[src/rtl/fpconv_pkg.sv]
// fpconv_pkg: shared types and the native-to-memory conversion helper for
// the FP store-data path.
//
// Native register layout (82 bits):
//   [81] sign, [80:64] exponent (bias 0xFFFF, all-ones = Inf/NaN),
//   [63:0] significand with explicit integer bit at [63].
// Memory-format denormals appear natively with the target's minimum normal
// exponent and integer bit 0; they are passed through unchanged here.
package fpconv_pkg;

  localparam int NATIVE_W = 82;
  localparam int STQ_TAGW = 6;

  typedef enum logic [1:0] {
    SRC_ILL  = 2'b00,
    SRC_SNGL = 2'b01,
    SRC_DBL  = 2'b10,
    SRC_EXT  = 2'b11
  } fp_src_e;

  typedef enum logic {
    DST_S = 1'b0,
    DST_D = 1'b1
  } fp_dst_e;

  typedef struct packed {
    logic [63:0]         data;
    logic [STQ_TAGW-1:0] tag;
    logic                port;
    logic                err;
  } stconv_ent_t;

  typedef struct packed {
    logic [63:0] bits;
    logic        denorm;
  } cvt_res_t;

  // Truncating native -> IEEE conversion (single when dbl=0, double when 1).
  // Too-large exponents saturate to Inf. Unnormals above the target's
  // denormal range are never produced by the load converters and are
  // written as signed zero.
  function automatic cvt_res_t native_to_mem(input logic [NATIVE_W-1:0] n,
                                             input logic dbl);
    cvt_res_t    r;
    logic [16:0] e;
    logic [63:0] sig, frac, emax, mag;
    int          te, sh, mw, ew, bias;
    e    = n[80:64];
    sig  = n[63:0];
    mw   = dbl ? 52 : 23;
    ew   = dbl ? 11 : 8;
    bias = dbl ? 1023 : 127;
    emax = dbl ? 64'h7FF : 64'hFF;
    frac = (sig << 1) >> (64 - mw);
    te   = int'({15'd0, e}) - 65535 + bias;
    r.denorm = 1'b0;
    mag      = '0;
    if (e == 17'h1FFFF)
      mag = (emax << mw) | frac;
    else if (sig == '0)
      mag = '0;
    else if (sig[63] && te >= 1)
      mag = (te >= int'(emax)) ? (emax << mw) : ((64'(te) << mw) | frac);
    else if (te <= 1) begin
      // below min normal: shift so the significand lands in the fraction
      sh  = 1 - te + 63 - mw;
      mag = (sh >= 64) ? '0 : (sig >> sh);
      r.denorm = (mag != '0);
    end
    r.bits = (64'(n[81]) << (ew + mw)) | mag;
    return r;
  endfunction

endpackage

[src/rtl/fp_stconv_cvt.sv]
// Native-to-memory store converters.
//   stNativeS2S: native -> 32-bit single. Inputs din, from_s/from_d/from_e
//                (source format enables); outputs dout, denorm.
//   stNativeD2D: native -> 64-bit double. Inputs din, from_d/from_e;
//                outputs dout, denorm.
// With no enable asserted, outputs are zero.
module stNativeS2S
  import fpconv_pkg::*;
(
  input  logic [NATIVE_W-1:0] din,
  input  logic                from_s,
  input  logic                from_d,
  input  logic                from_e,
  output logic [31:0]         dout,
  output logic                denorm
);
  cvt_res_t    r;
  logic [31:0] unused_hi;

  always_comb begin
    r      = native_to_mem(din, 1'b0);
    dout   = '0;
    denorm = 1'b0;
    if (from_s | from_d | from_e) begin
      dout   = r.bits[31:0];
      denorm = r.denorm;
    end
  end
  assign unused_hi = r.bits[63:32];
endmodule

module stNativeD2D
  import fpconv_pkg::*;
(
  input  logic [NATIVE_W-1:0] din,
  input  logic                from_d,
  input  logic                from_e,
  output logic [63:0]         dout,
  output logic                denorm
);
  cvt_res_t r;

  always_comb begin
    r      = native_to_mem(din, 1'b1);
    dout   = '0;
    denorm = 1'b0;
    if (from_d | from_e) begin
      dout   = r.bits;
      denorm = r.denorm;
    end
  end
endmodule

[src/rtl/fp_stconv_q2.sv]
// fp_stconv_q2: 2-entry FIFO for converted store data.
//   push/din  : write an entry (caller guarantees cnt<2 or pop)
//   pop       : drop the head (caller guarantees cnt>0)
//   flush     : empty the queue, dominates push/pop
//   head, cnt : head entry (registered) and occupancy
// Entries shift toward e0 so the head is a flop, not a mux.
module fp_stconv_q2
  import fpconv_pkg::*;
(
  input  logic        clk,
  input  logic        rst,
  input  logic        push,
  input  logic        pop,
  input  logic        flush,
  input  stconv_ent_t din,
  output stconv_ent_t head,
  output logic [1:0]  cnt
);
  stconv_ent_t e0_q, e0_d, e1_q, e1_d;
  logic [1:0]  cnt_q, cnt_d;

  always_comb begin
    e0_d  = e0_q;
    e1_d  = e1_q;
    cnt_d = cnt_q;
    if (flush) begin
      cnt_d = 2'd0;
    end else begin
      case ({push, pop})
        2'b10: begin
          if (cnt_q == 2'd0) e0_d = din;
          else               e1_d = din;
          cnt_d = cnt_q + 2'd1;
        end
        2'b01: begin
          e0_d  = e1_q;
          cnt_d = cnt_q - 2'd1;
        end
        2'b11: begin
          if (cnt_q == 2'd1) e0_d = din;
          else begin
            e0_d = e1_q;
            e1_d = din;
          end
        end
        default: ;
      endcase
    end
  end

  always_ff @(posedge clk or negedge rst) begin
    if (!rst) begin
      e0_q  <= '0;
      e1_q  <= '0;
      cnt_q <= 2'd0;
    end else begin
      e0_q  <= e0_d;
      e1_q  <= e1_d;
      cnt_q <= cnt_d;
    end
  end

  assign head = e0_q;
  assign cnt  = cnt_q;
endmodule

[src/rtl/fp_stconv_sched.sv]
// fp_stconv_sched: arbitrates two store-data requesters onto one shared
// pair of native->memory converters, registers the request in S1, and
// buffers converted results in a 2-entry output queue.
//   req_vld/req_rdy/req_data/req_src/req_dst/req_tag : requester side
//   flush  : synchronous kill of S1 and queue (prio kept)
//   out_*  : result stream (valid/ready), driven from queue head
//   busy   : S1 or queue occupied
// Optional macro FP_STCONV_FTZ_EN: denormal results become signed zero.
// TAGW must equal fpconv_pkg::STQ_TAGW (queue entry tag width).
module fp_stconv_sched
  import fpconv_pkg::*;
#(
  parameter int TAGW = STQ_TAGW
) (
  input  logic                     clk,
  input  logic                     rst,
  input  logic [1:0]               req_vld,
  output logic [1:0]               req_rdy,
  input  logic [1:0][NATIVE_W-1:0] req_data,
  input  logic [1:0][1:0]          req_src,
  input  logic [1:0]               req_dst,
  input  logic [1:0][TAGW-1:0]     req_tag,
  input  logic                     flush,
  output logic                     out_vld,
  input  logic                     out_rdy,
  output logic [63:0]              out_data,
  output logic [TAGW-1:0]          out_tag,
  output logic                     out_port,
  output logic                     out_err,
  output logic                     busy
);
  typedef struct packed {
    logic [NATIVE_W-1:0] data;
    logic [1:0]          src;
    logic                dst;
    logic [TAGW-1:0]     tag;
    logic                port;
  } s1_t;

  logic        prio_q, prio_d, s1_vld_q, s1_vld_d;
  s1_t         s1_q, s1_d;
  logic [1:0]  q_cnt;
  stconv_ent_t q_head, q_din;
  logic        gnt, acc, pop, push, s1_adv, s1_ld_ok;
  logic        s2s_sel, d2d_sel, s2s_dn, d2d_dn;
  logic [31:0] s2s_out;
  logic [63:0] d2d_out;

  // Arbitration and S1 load control
  always_comb begin
    pop      = (q_cnt != 2'd0) & out_rdy;
    s1_adv   = s1_vld_q & ((q_cnt != 2'd2) | pop);
    s1_ld_ok = ~s1_vld_q | s1_adv;
    gnt      = req_vld[prio_q] ? prio_q : ~prio_q;
    // rst gating keeps req_rdy low for the whole reset window
    acc      = (|req_vld) & s1_ld_ok & ~flush & rst;
    req_rdy  = 2'b00;
    if (acc) req_rdy[gnt] = 1'b1;
    prio_d   = acc ? ~gnt : prio_q;
    push     = s1_adv & ~flush;

    s1_vld_d = s1_vld_q;
    if (flush)       s1_vld_d = 1'b0;
    else if (acc)    s1_vld_d = 1'b1;
    else if (s1_adv) s1_vld_d = 1'b0;

    s1_d = s1_q;
    if (acc) begin
      s1_d.data = req_data[gnt];
      s1_d.src  = req_src[gnt];
      s1_d.dst  = req_dst[gnt];
      s1_d.tag  = req_tag[gnt];
      s1_d.port = gnt;
    end
  end

  always_ff @(posedge clk or negedge rst) begin
    if (!rst) begin
      prio_q   <= 1'b0;
      s1_vld_q <= 1'b0;
      s1_q     <= '0;
    end else begin
      prio_q   <= prio_d;
      s1_vld_q <= s1_vld_d;
      s1_q     <= s1_d;
    end
  end

  // Converter selection; anything not selected is an illegal combination
  assign s2s_sel = s1_vld_q & (s1_q.dst == DST_S) & (s1_q.src != SRC_ILL);
  assign d2d_sel = s1_vld_q & (s1_q.dst == DST_D) &
                   ((s1_q.src == SRC_DBL) | (s1_q.src == SRC_EXT));

  stNativeS2S u_s2s (
    .din    (s1_q.data),
    .from_s (s2s_sel & (s1_q.src == SRC_SNGL)),
    .from_d (s2s_sel & (s1_q.src == SRC_DBL)),
    .from_e (s2s_sel & (s1_q.src == SRC_EXT)),
    .dout   (s2s_out),
    .denorm (s2s_dn)
  );

  stNativeD2D u_d2d (
    .din    (s1_q.data),
    .from_d (d2d_sel & (s1_q.src == SRC_DBL)),
    .from_e (d2d_sel & (s1_q.src == SRC_EXT)),
    .dout   (d2d_out),
    .denorm (d2d_dn)
  );

  always_comb begin
    q_din      = '0;
    q_din.tag  = s1_q.tag;
    q_din.port = s1_q.port;
    q_din.err  = ~(s2s_sel | d2d_sel);
    if (s2s_sel)      q_din.data = {32'd0, s2s_out};
    else if (d2d_sel) q_din.data = d2d_out;
`ifdef FP_STCONV_FTZ_EN
    if (s2s_sel & s2s_dn) q_din.data = {32'd0, s2s_out[31], 31'd0};
    if (d2d_sel & d2d_dn) q_din.data = {d2d_out[63], 63'd0};
`endif
  end

`ifndef FP_STCONV_FTZ_EN
  logic unused_dn;
  assign unused_dn = s2s_dn ^ d2d_dn;
`endif

  fp_stconv_q2 u_q (
    .clk   (clk),
    .rst   (rst),
    .push  (push),
    .pop   (pop),
    .flush (flush),
    .din   (q_din),
    .head  (q_head),
    .cnt   (q_cnt)
  );

  assign out_vld  = (q_cnt != 2'd0);
  assign out_data = q_head.data;
  assign out_tag  = q_head.tag;
  assign out_port = q_head.port;
  assign out_err  = q_head.err;
  assign busy     = s1_vld_q | out_vld;
endmodule

[config.mk]
export PLATFORM = sky130hd
export DESIGN_NAME = fp_stconv_sched
export DESIGN_NICKNAME = d
export VERILOG_FILES = /design/src/rtl/fpconv_pkg.sv /design/src/rtl/fp_stconv_cvt.sv /design/src/rtl/fp_stconv_q2.sv /design/src/rtl/fp_stconv_sched.sv
export SDC_FILE = /design/constraint.sdc
export NUM_CORES = 1
export LEC_CHECK = 0
export CAP_MARGIN = 15
export CORE_AREA = 8 8 211 213
export DETAILED_ROUTE_END_ITERATION = 8
export DIE_AREA = 0 0 219 221
export PLACE_DENSITY = 0.85
export SLEW_MARGIN = 0
export SYNTH_ARGS = -nofsm -noshare
export SYNTH_HDL_FRONTEND = slang
export SYNTH_SLANG_ARGS = --single-unit
[constraint.sdc]
create_clock -name clk -period 10.9 [get_ports clk]
set_input_delay 2.725 -clock clk [delete_from_list [all_inputs] [get_ports clk]]
set_output_delay 2.725 -clock clk [all_outputs]
set_load 0.02 [all_outputs]
Word-level counts from Yosys, hierarchy flattened --
Cells that the tools add are included.
Storage, ports and cells: flip-flop bits (word level) 240, bits of input ports 188, output and inout bits 76
Operators by class: add/sub/neg operators 11, magnitude comparators 11, eq/ne operators 12, shift-type cells 2, mux-type cells 41, bitwise operators 33, reduce and logical (&&, ||, !) cells 14
Operators with widths (count):
- 64-bit 2-to-1 mux | 9
- 72-bit 2-to-1 mux | 4
- 32-bit 2-to-1 mux | 7
- 72-bit one-hot mux with 3 select lines | 1
- 82-bit 2-to-1 mux | 2
- 72-bit one-hot mux with 2 select lines | 1
- 32-bit by 7-bit adder with 32-bit output (second input constant) | 2
- 32-bit by 2-bit greater-or-equal comparator with 1-bit output (second input constant) | 2
- 32-bit by 8-bit greater-or-equal comparator with 1-bit output (second input constant) | 2
- 32-bit by 2-bit <= comparator with 1-bit output (second input constant) | 2
- 64-bit zero test | 1
- 64-bit by 52-bit bitwise OR with 64-bit output | 1
- 64-bit bitwise OR | 1
- 64-bit by 32-bit >> shifter with 32-bit output | 1
- 64-bit by 32-bit >> shifter with 64-bit output | 1
- 2-bit by 32-bit subtractor with 32-bit output (first input constant) | 2
- 32-bit by 12-bit greater-or-equal comparator with 1-bit output (second input constant) | 1
- 32-bit by 9-bit greater-or-equal comparator with 1-bit output (second input constant) | 1
- 32-bit by 23-bit bitwise OR with 32-bit output | 1
- 32-bit bitwise OR | 1
- 32-bit by 6-bit subtractor with 32-bit output (second input constant) | 1
- 32-bit by 7-bit subtractor with 32-bit output (second input constant) | 1
- 18-bit by 11-bit adder with 19-bit output (second input constant) | 1
- 18-bit by 8-bit adder with 19-bit output (second input constant) | 1
- other kinds (25) | 77

Logic depth before layout (Yosys ltp) --
Gate-level depths: netlist of the first run.
depth after elaboration 17, gate-level depth with buffers 32, gate-level depth less buffers 18

Cells and area by module --
From an unflattened synthesis of the first run, not the netlist that was laid out.
Unflattened totals: cell total of the unflattened synthesis 3056, area, all modules 26439.1 sq um
Modules (own cells, without submodules):
- stNativeD2D | times used 1, cells an instance 1128, area an instance 7863.8 sq um, seq. area each 0.0 sq um
- fp_stconv_q2 | times used 1, cells an instance 404, area an instance 6576.3 sq um, seq. area each 3653.5 sq um
- stNativeS2S | times used 1, cells an instance 876, area an instance 6451.2 sq um, seq. area each 0.0 sq um
- fp_stconv_sched | times used 1, cells an instance 648, area an instance 5547.8 sq um, seq. area each 2352.3 sq um

Worst setup path before layout of the first run --
OpenSTA, ideal clock, no wires.
path kind reg2reg, start register s1_q[74] (netlist bit), end register u_q.e0_q (netlist bit u_q.head[21]), library setup time 77 ps, data arrival time 7931 ps, data required time 10823 ps, slack 2892 ps, cell stages (with the launch flop) 30, buffers on the path 12, clock period less this slack 8008 ps, path through dfrtp_1 > buf_2 > inv_2 > clkbuf_1 > buf_1 > buf_1 > buf_1 > ha_1 > clkbuf_1 > buf_1 > buf_1 > buf_1 > clkbuf_1 > clkbuf_1 > xnor2_1 > ha_1 > or4_1 > a311oi_1 > or2_2 > nor2_1 > a21o_1 > o211a_1 > nor3_4 > a21oi_2 > or2_0 > buf_2 > o41ai_2 > o22ai_1 > or3_1 > a21oi_1
Between the ends: word-level cells in the longest chain between the ends 17, elaborated cells between the ends (all ways) 43, those cells by class add/sub: 9; order compare: 8; eq/ne: 1; shift: 2; mux: 19; bitwise: 2; reduce/logical: 2
Ends and longest elaborated chain:
- start: declaration | line fp_stconv_sched.sv:41 | s1_t s1_q, s1_d;
- start signal: assignment | line fp_stconv_sched.sv:81 | s1_q <= '0;
- start signal: assignment | line fp_stconv_sched.sv:85 | s1_q <= s1_d;
- 17-bit by 16-bit subtractor with 18-bit output | line fpconv_pkg.sv:55 | te = int'({15'd0, e}) - 65535 + bias;
- 18-bit by 11-bit adder with 19-bit output | line fpconv_pkg.sv:55
- 2-bit by 32-bit subtractor with 32-bit output | line fpconv_pkg.sv:66 | sh = 1 - te + 63 - mw;
- 32-bit by 7-bit adder with 32-bit output | line fpconv_pkg.sv:66
- 32-bit by 7-bit subtractor with 32-bit output | line fpconv_pkg.sv:66
- 32-bit by 8-bit greater-or-equal comparator with 1-bit output or 64-bit by 32-bit >> shifter with 64-bit output (tied branches) | line fpconv_pkg.sv:67 | mag = (sh >= 64) ? '0 : (sig >> sh);
- 64-bit 2-to-1 mux | line fpconv_pkg.sv:67
- 64-bit 2-to-1 mux | line fpconv_pkg.sv:64 | else if (te <= 1) begin
- 64-bit 2-to-1 mux | line fpconv_pkg.sv:62 | else if (sig[63] && te >= 1)
- 64-bit 2-to-1 mux | line fpconv_pkg.sv:60 | else if (sig == '0)
- 64-bit 2-to-1 mux | line fpconv_pkg.sv:58 | if (e == 17'h1FFFF)
- 64-bit bitwise OR | line fpconv_pkg.sv:70 | r.bits = (64'(n[81]) << (ew + mw)) | mag;
- 64-bit 2-to-1 mux | line fp_stconv_cvt.sv:47 | if (from_d | from_e) begin
- 64-bit 2-to-1 mux | line fp_stconv_sched.sv:117 | else if (d2d_sel) q_din.data = d2d_out;
- 64-bit 2-to-1 mux (*) | line fp_stconv_sched.sv:116 | if (s2s_sel) q_din.data = {32'd0, s2s_out};
- 72-bit 2-to-1 mux (on tied branches) | line fp_stconv_q2.sv:40, fp_stconv_q2.sv:31
- 72-bit one-hot mux with 3 select lines (*) | line fp_stconv_q2.sv:29 | case ({push, pop})
- end signal: assignment | line fp_stconv_q2.sv:53 | e0_q <= '0;
- end signal: assignment | line fp_stconv_q2.sv:57 | e0_q <= e0_d;
- end: declaration | line fp_stconv_q2.sv:19 | stconv_ent_t e0_q, e0_d, e1_q, e1_d;
Mark *: on every way between the ends. The rest lies on a longest branch, timed or not. The select of a mux whose other input is x is not followed. A chain may end at the register's enable or synchronous reset.

Worst setup path after layout of the first run --
start input port rst, end output port req_rdy[1]
Between the ends: word-level cells in the longest chain between the ends 2
Ends and longest elaborated chain:
- start: declaration | line fp_stconv_sched.sv:16 | input logic rst,
- 1-bit bitwise AND | line fp_stconv_sched.sv:56 | acc = (|req_vld) & s1_ld_ok & ~flush & rst;
- 2-bit 2-to-1 mux | line fp_stconv_sched.sv:58 | if (acc) req_rdy[gnt] = 1'b1;
- end: declaration | line fp_stconv_sched.sv:18 | output logic [1:0] req_rdy,
No other way between the ends.

==> results by group, run 1 <==
STA
  • Max-slew violation count: 0
  • Final hold viol count: 0
  • Max frequency: 0.126 GHz
  • Skew final: 0.0274 ns
  • Worst rel slew slack: 21.2%
  • Fin crit share: 72.6%
  • Tmin final: 7.91 ns
  • RSZ-0062 raised after global routing: no
  • Slew @ Worst Pin: 1.17 ns
  • Final setup violation count: 0
  • Setup TNS: 0 ns

Clocking
  • H-tree levels: 1
  • Clock latency on the worst-skew pair: 0.58 ns
  • Setup bufs post-CTS: 0
  • Clock sink total: 240
  • Num CTS Buffers: 26
  • TritonCTS clock tree: built
  • Hold_buf cts: 0
  • Clk buf depth: 3
  • Post-CTS sizing: 0
  • Worst-path clk slew: 0.06 ns
  • Root Buffer: clkbuf_16

Synth
  • Primary FF master, synth: dfrtp_1
  • Compound-Gate Fraction of Synth Area: 27.1%
  • Mux share of post-synthesis cell area: 16.0%
  • Synth warnings: 0
  • Cells after Synth: 2957
  • Register area share after synthesis: 26.9%
  • Top-area cell type share of the netlist area: 26.9%
  • Top cells by area, synth: dfrtp_1, mux2i_1, nand2_1
  • Mean Syn Cell Area: 7.55 um^2
  • Number of flops mapped to enable cells by yosys: 0
  • Synth Area in XOR/XNOR: 2.34%
  • Synthesized flop and latch total: 240
  • Synth cell types: 97
  • Async S/R FF share, synth: 100%
  • Mapped Area: 22300 um^2
  • Synth Area in Simple Gates: 21.4%
  • Syn nets: 3155
  • Adder-cell share of the synthesized area: 0.560%
  • Largest family of logic cells by synthesized area: compound AO/OA/AOI/OAI gates
  • Synth area leader: dfrtp_1

Floorplanning
  • DIE AREA: 48400 um^2
  • Core area: 41300 um^2
  • Initial core utilization: 54.1%
  • Site Rows: 75
  • Die Y: 221 um
  • Die Wd: 219 um
  • Ports: 264

Detailed routing
  • Final WL: 103 mm
  • Antenna violation net count after detailed routing: 0
  • DRC: 0
  • Vias per cell: 7.11
  • TritonRoute pass-1 iters: 7
  • First DRT Iteration DRCs: 4134
  • WL/cell: 28.7 um
  • DR vias: 25400

Worst setup path
  • Worst path arrival time: 5.18 ns
  • Startpoint types: primary input
  • Max FO, Critical Path: 104
  • Worst R2R Path Depth: 17
  • Critical path class: in -> out
  • Worst setup EP type: output pin
  • Critical path required time: 8.18 ns

Finish
  • Layout net count: 3213
  • Util after Layout: 63.2%
  • Share of cells above drive strength 1: 7.97%
  • # fillers: 3448
  • Area grow syn2layout: 16.9%

Flow run
  • Max_cap viols: 0

Pwr
  • Leak: 0.0105 uW
  • Maximum vdd drop: 0.264 mV
  • Pwr Density: 311 nW/um^2

Global routing
  • First-pass GRT wire length: 154 mm
  • GRT Overall Usage: 40.9%
  • Total gr overflow: 0
  • Initial antenna violation count: 3
  • Pin count of the biggest net entering global routing: 105
  • Vias in the first global route: 24200

Status
  • Status: completed

Placed design
  • Detailed Place HPWL: 74.3 mm
  • IO buf count: 263
  • Gpl congestion: 1.10

Hold path
  • Hold depth: 1
  • HP Class: reg -> reg
-- area by class of cell --
type | count | area (um^2) | area share [%]
Inverter | 28 | 105 | 0.403
Clock buffer | 35 | 724 | 2.77
Multi-Input combinational cell | 2392 | 15300 | 58.4
Tap cell | 539 | 674 | 2.58
Clock inverter | 13 | 211 | 0.810
Timing Repair Buffer | 327 | 3120 | 11.9
Antenna cell | 3 | 7.51 | 0.0288
Sequential cell | 240 | 6010 | 23.0
-- cells by family (layout without fill, tap and decap cells) --
family / Yosys count / count (layout)
AOI/OAI and AO/OA: 987 / 987
xor gates and xnor gates: 54 / 54
adders and majority gates: 10 / 10
buffers and inverters: 325 / 403
DFF: 240 / 240
muxes: 298 / 298
other: 0 / 3
and+or+nand+nor: 1043 / 1043
-- per-stage QoR --
| stage | cell area [um^2] | std cells | setup WS, ns | total power (uW) | hold WS [ns] |
|---|---|---|---|---|---|
| after floorplan | 22300 | 2957 | 2.89 | 4900 | 0.433 |
| after global placement | 25200 | 3526 | 3.05 | 6750 | 0.447 |
| after detailed placement | 25200 | 3526 | 3.02 | 6840 | 0.461 |
| after CTS | 26100 | 3574 | 3.01 | 7840 | 0.476 |
| after global routing | 26100 | 3574 | 2.74 | 8420 | 0.490 |
| final | 26100 | 3577 | 2.99 | 8120 | 0.473 |
-- worst paths after layout --
kind / from / end / slack [ns]
max: rst / req_rdy[1] / 2.99
min: u_q.e1_q[29] / u_q.e1_q[29] / 0.47
max reg2reg: s1_q[74] / u_q.head[22] / 3.35
min reg2reg: u_q.e1_q[29] / u_q.e1_q[29] / 0.47
max in group asynchronous: rst / s1_q[74] / 7.21
min in group asynchronous: rst / u_q.e1_q[59] / 2.21
-- critical path: stages --
cell and delay [ns]:
buf_8 0.55, o21ai_0 0.28, nor2_1 0.24, nand2_4 0.32
nor2_1 0.31, clkdlybuf4s50_1 0.66
-- report_power, final --
part / switching [uW] / leakage [uW] / total, uW / internal, uW
Sequential: 356 / 0.00313 / 1430 / 1070
Clock: 387 / 0.000445 / 973 / 586
Combinational: 3850 / 0.00697 / 5720 / 1880
-- sequential cells by signal (all words and copies together) (netlist names) --
signal	count
s1_vld_q	1
u_q.e1_q	72
q_din	7
u_q.cnt	2
prio_q	1
u_q.head	72
s1_q	85
-- cells in the mapped netlist, types with 9 or more instances --
cell / count
a211oi_1: 75
a21o_1: 34
a21oi_1: 265
a22oi_1: 26
a31oi_1: 57
and2_1: 29
and3_1: 32
buf_1: 52
buf_2: 17
clkbuf_1: 224
dfrtp_1: 240
ha_1: 10
inv_1: 27
mux2_2: 27
mux2i_1: 227
mux4_2: 44
nand2_1: 471
nand2b_1: 18
nand3_1: 68
nand4_1: 22
nor2_1: 248
nor3_1: 45
nor4_1: 31
o211ai_1: 18
o21a_1: 9
o21ai_0: 307
o21ai_1: 17
o22ai_1: 17
o31ai_1: 35
or3_1: 16
xnor2_1: 36
xor2_1: 14
-- cells in the final DEF (no fill, tap or decap), drive strengths merged, types with 8 or more instances in the layout --
cell type,count
nand2,473
o21ai,327
a21oi,267
clkdlybuf4s50,262
nor2,249
dfrtp,240
mux2i,227
a211oi,75
nand3,70
buf,65
a31oi,57
nor3,47
mux4,44
nor4,37
xnor2,36
o31ai,35
clkbuf,35
a21o,34
and3,32
and2,31
inv,28
mux2,27
a22oi,27
nand4,24
nand2b,18
o211ai,18
or3,18
o22ai,17
xor2,15
ha,10
o21a,9
or2,9
nor2b,8
o21bai,8
a311oi,8
o41ai,8
a221oi,8
a2111oi,8
-- routing by layer --
layer | track usage, % | routed length (um) | vias to the layer above
met2 | 62.8 | 44900 | 1866
li1 | - | - | 10900
met4 | 21.2 | 6910 | 2
met1 | 53.8 | 39100 | 12200
met3 | 8.23 | 11900 | 432
met5 | 0 | 19 | -
No activity file was read; power rests on OpenSTA's default activity.
==> run 2, diff against run 1 <==
==> constraint.sdc (replaced) <==
create_clock -name clk -period 7.6 [get_ports clk]
set_input_delay 1.9 -clock clk [delete_from_list [all_inputs] [get_ports clk]]
set_output_delay 1.9 -clock clk [all_outputs]
set_load 0.02 [all_outputs]
==> run 2 against run 1 <==
Net effect: non-clock buffer count increased by 27; die area unchanged; first-iteration DRC count decreased by 4.4%; clock power increased by 47%; combinational power increased by 47%; cell area increased by 0.94%; critical path depth increased by 10; sequential power increased by 43%; largest power group unchanged; flip-flop and latch count unchanged.
==> results by group, run 2 (synthesis results as in run 1) <==
Detailed routing
  • Final WL: 103 mm (about the same)
  • WL/cell: 28.6 um (was 28.7 um)
  • TritonRoute pass-1 iters: 6 (was 7)
  • DR vias: 25400 (about the same)
  • Antenna violation net count after detailed routing: 0 (unchanged)
  • Vias per cell: 7.05 (was 7.11)
  • DRC: 0 (unchanged)
  • First DRT Iteration DRCs: 3954 (was 4134)

Worst setup path
  • Worst path arrival time: 7.01 ns (was 5.18 ns)
  • Worst setup EP type: register (was output pin)
  • Max FO, Critical Path: 33 (was 104)
  • CP top delay family: simple AND/OR/NAND/NOR gates (was buffers and inverters)
  • Startpoint types: register (was primary input)
  • Worst-path cell chain: ha_1, nand2_2, o21ai_0, nand4_1, nor4_4, nor3_1, or4b_1, a221o_1, o311a_1, nor3b_2, nand2_1, a211oi_1, a2111oi_0, a2111oi_0, nand2_1, a21oi_1 (was buf_8, o21ai_0, nor2_1, nand2_4, nor2_1, clkdlybuf4s50_1)
  • Critical path required time: 8.14 ns (was 8.18 ns)
  • Critical path's largest stage delay: 0.70 ns (was 0.66 ns)
  • Critical path class: reg -> reg (was in -> out)
  • Slowest CP cell: dfrtp_4 (was clkdlybuf4s50_1)
  • Critical path buffers and inverters: 0 (was 2)

Finish
  • Area grow syn2layout: 18.0% (was 16.9%)
  • Leading cell type in the layout, fill and taps excluded: nand2_1 (unchanged)
  • Max FFs per register: 85 (unchanged)
  • Layout net count: 3243 (was 3213)
  • Share of cells above drive strength 1: 8.94% (was 7.97%)
  • Largest Register: s1_q (unchanged)
  • Most frequent cells in the layout: nand2_1, o21ai_0, a21oi_1, clkdlybuf4s50_1, nor2_1 (unchanged)
  • Non-Filler Instances: 3610 (was 3577)

STA
  • Slew @ Worst Pin: 1.22 ns (was 1.17 ns)
  • Max frequency: 0.155 GHz
  • Skew final: 0.0367 ns (was 0.0274 ns)
  • Worst rel slew slack: 17.6% (was 21.2%)
  • Tmin final: 6.47 ns
  • Final setup violation count: 0 (unchanged)
  • Final hold viol count: 0 (unchanged)
  • Setup TNS: 0 ns (unchanged)
  • RSZ-0062 raised after global routing: no (unchanged)
  • Max-slew violation count: 0 (unchanged)
  • Fin crit share: 85.1%

Floorplanning
  • Site Rows: 75 (unchanged)
  • Core area: 41300 um^2 (unchanged)
  • Ports: 264 (unchanged)
  • Die Wd: 219 um (unchanged)
  • Die Y: 221 um (unchanged)
  • Initial core utilization: 54.1% (unchanged)
  • DIE AREA: 48400 um^2 (unchanged)

Clocking
  • Hold_buf cts: 0 (unchanged)
  • Post-CTS sizing: 0 (unchanged)
  • Worst-path clk slew: 0.07 ns (was 0.06 ns)
  • TritonCTS clock tree: built (unchanged)
  • Num CTS Buffers: 29 (was 26)
  • Setup bufs post-CTS: 0 (unchanged)
  • Clock sink total: 240 (unchanged)
  • Root Buffer: clkbuf_16 (unchanged)
  • Clock latency on the worst-skew pair: 0.61 ns (was 0.58 ns)
  • Clk buf depth: 3 (unchanged)
  • H-tree levels: 1 (unchanged)

Global routing
  • Vias in the first global route: 24300 (was 24200)
  • Total gr overflow: 0 (unchanged)
  • GRT Overall Usage: 41.0% (was 40.9%)
  • Initial antenna violation count: 4 (was 3)
  • Pin count of the biggest net entering global routing: 93 (was 105)
  • First-pass GRT wire length: 153 mm (was 154 mm)

Hold path
  • HP Class: reg -> reg (unchanged)

Status
  • Status: completed (unchanged)

Placed design
  • Dpl cells: 3553 (was 3526)
  • Gpl congestion: 1.15 (was 1.10)
  • IO buf count: 263 (unchanged)
  • Detailed Place HPWL: 76.4 mm (was 74.3 mm)

Flow run
  • Max_cap viols: 0 (unchanged)

Pwr
  • Leak: 0.0107 uW (was 0.0105 uW)
  • Pwr Density: 450 nW/um^2 (was 311 nW/um^2)
  • Maximum vdd drop: 0.296 mV (was 0.264 mV)
## run 2: metal layers
metal / global-route usage, % / vias up / wire length (um)
li1: - / 11000 / -
met1: 51.8 / 12100 / 38200
met2: 61.3 / 1869 / 44800
met3: 11.5 / 430 / 12600
met4: 24.9 / 4 / 7530
met5: 1.25 / - / 75
## run 2: cell type report
cell class / instances / area (um^2)
inverters: 28 / 105
clock inverters: 16 / 180
multi-input cells: 2392 / 15300
clock buffers: 36 / 782
repair buffers: 354 / 3320
flip-flops and latches: 240 / 6010
diodes: 5 / 12.5
fillers: 3513 / 14900
well taps: 539 / 674
## run 2: through the flow
step / util (%) / total power, uW / area [um^2] / worst slack [ns] / hold slack (ns)
after floorplan: - / 7030 / 22300 / 0.0984 / 0.433
after global routing: 63.8 / 12300 / 26300 / 0.885 / 0.492
after global placement: 61.5 / 9890 / 25400 / 1.60 / 0.450
after detailed placement: 61.5 / 9970 / 25400 / 1.42 / 0.459
final: 63.8 / 11900 / 26400 / 1.13 / 0.469
after CTS: 63.8 / 11400 / 26300 / 1.40 / 0.470
## run 2: power breakdown
| group | switching [uW] | internal (uW) | leakage [uW] |
|---|---|---|---|
| Combinational | 5650 | 2750 | 0.00711 |
| Sequential | 502 | 1530 | 0.00313 |
| Clock | 625 | 809 | 0.000468 |
## run 2: tightest hold or removal path, stage by stage (launching register included)
cell	delay, ns
dfrtp_1	0.34
nand2_1	0.05
nand2_1	0.05
## run 2: final timing paths
path / slack, ns / start / depth (start not counted) / to
min in group asynchronous: 1.19 / rst / 1 / u_q.e1_q[62]
max in group asynchronous: 4.47 / rst / 3 / s1_q[41]
hold reg to reg: 0.47 / u_q.e1_q[16] / 2 / u_q.e1_q[16]
setup / recovery: 1.13 / s1_q[74] / 16 / u_q.head[35]
hold / removal: 0.47 / u_q.e1_q[16] / 2 / u_q.e1_q[16]
setup reg to reg: 1.13 / s1_q[74] / 16 / u_q.head[35]
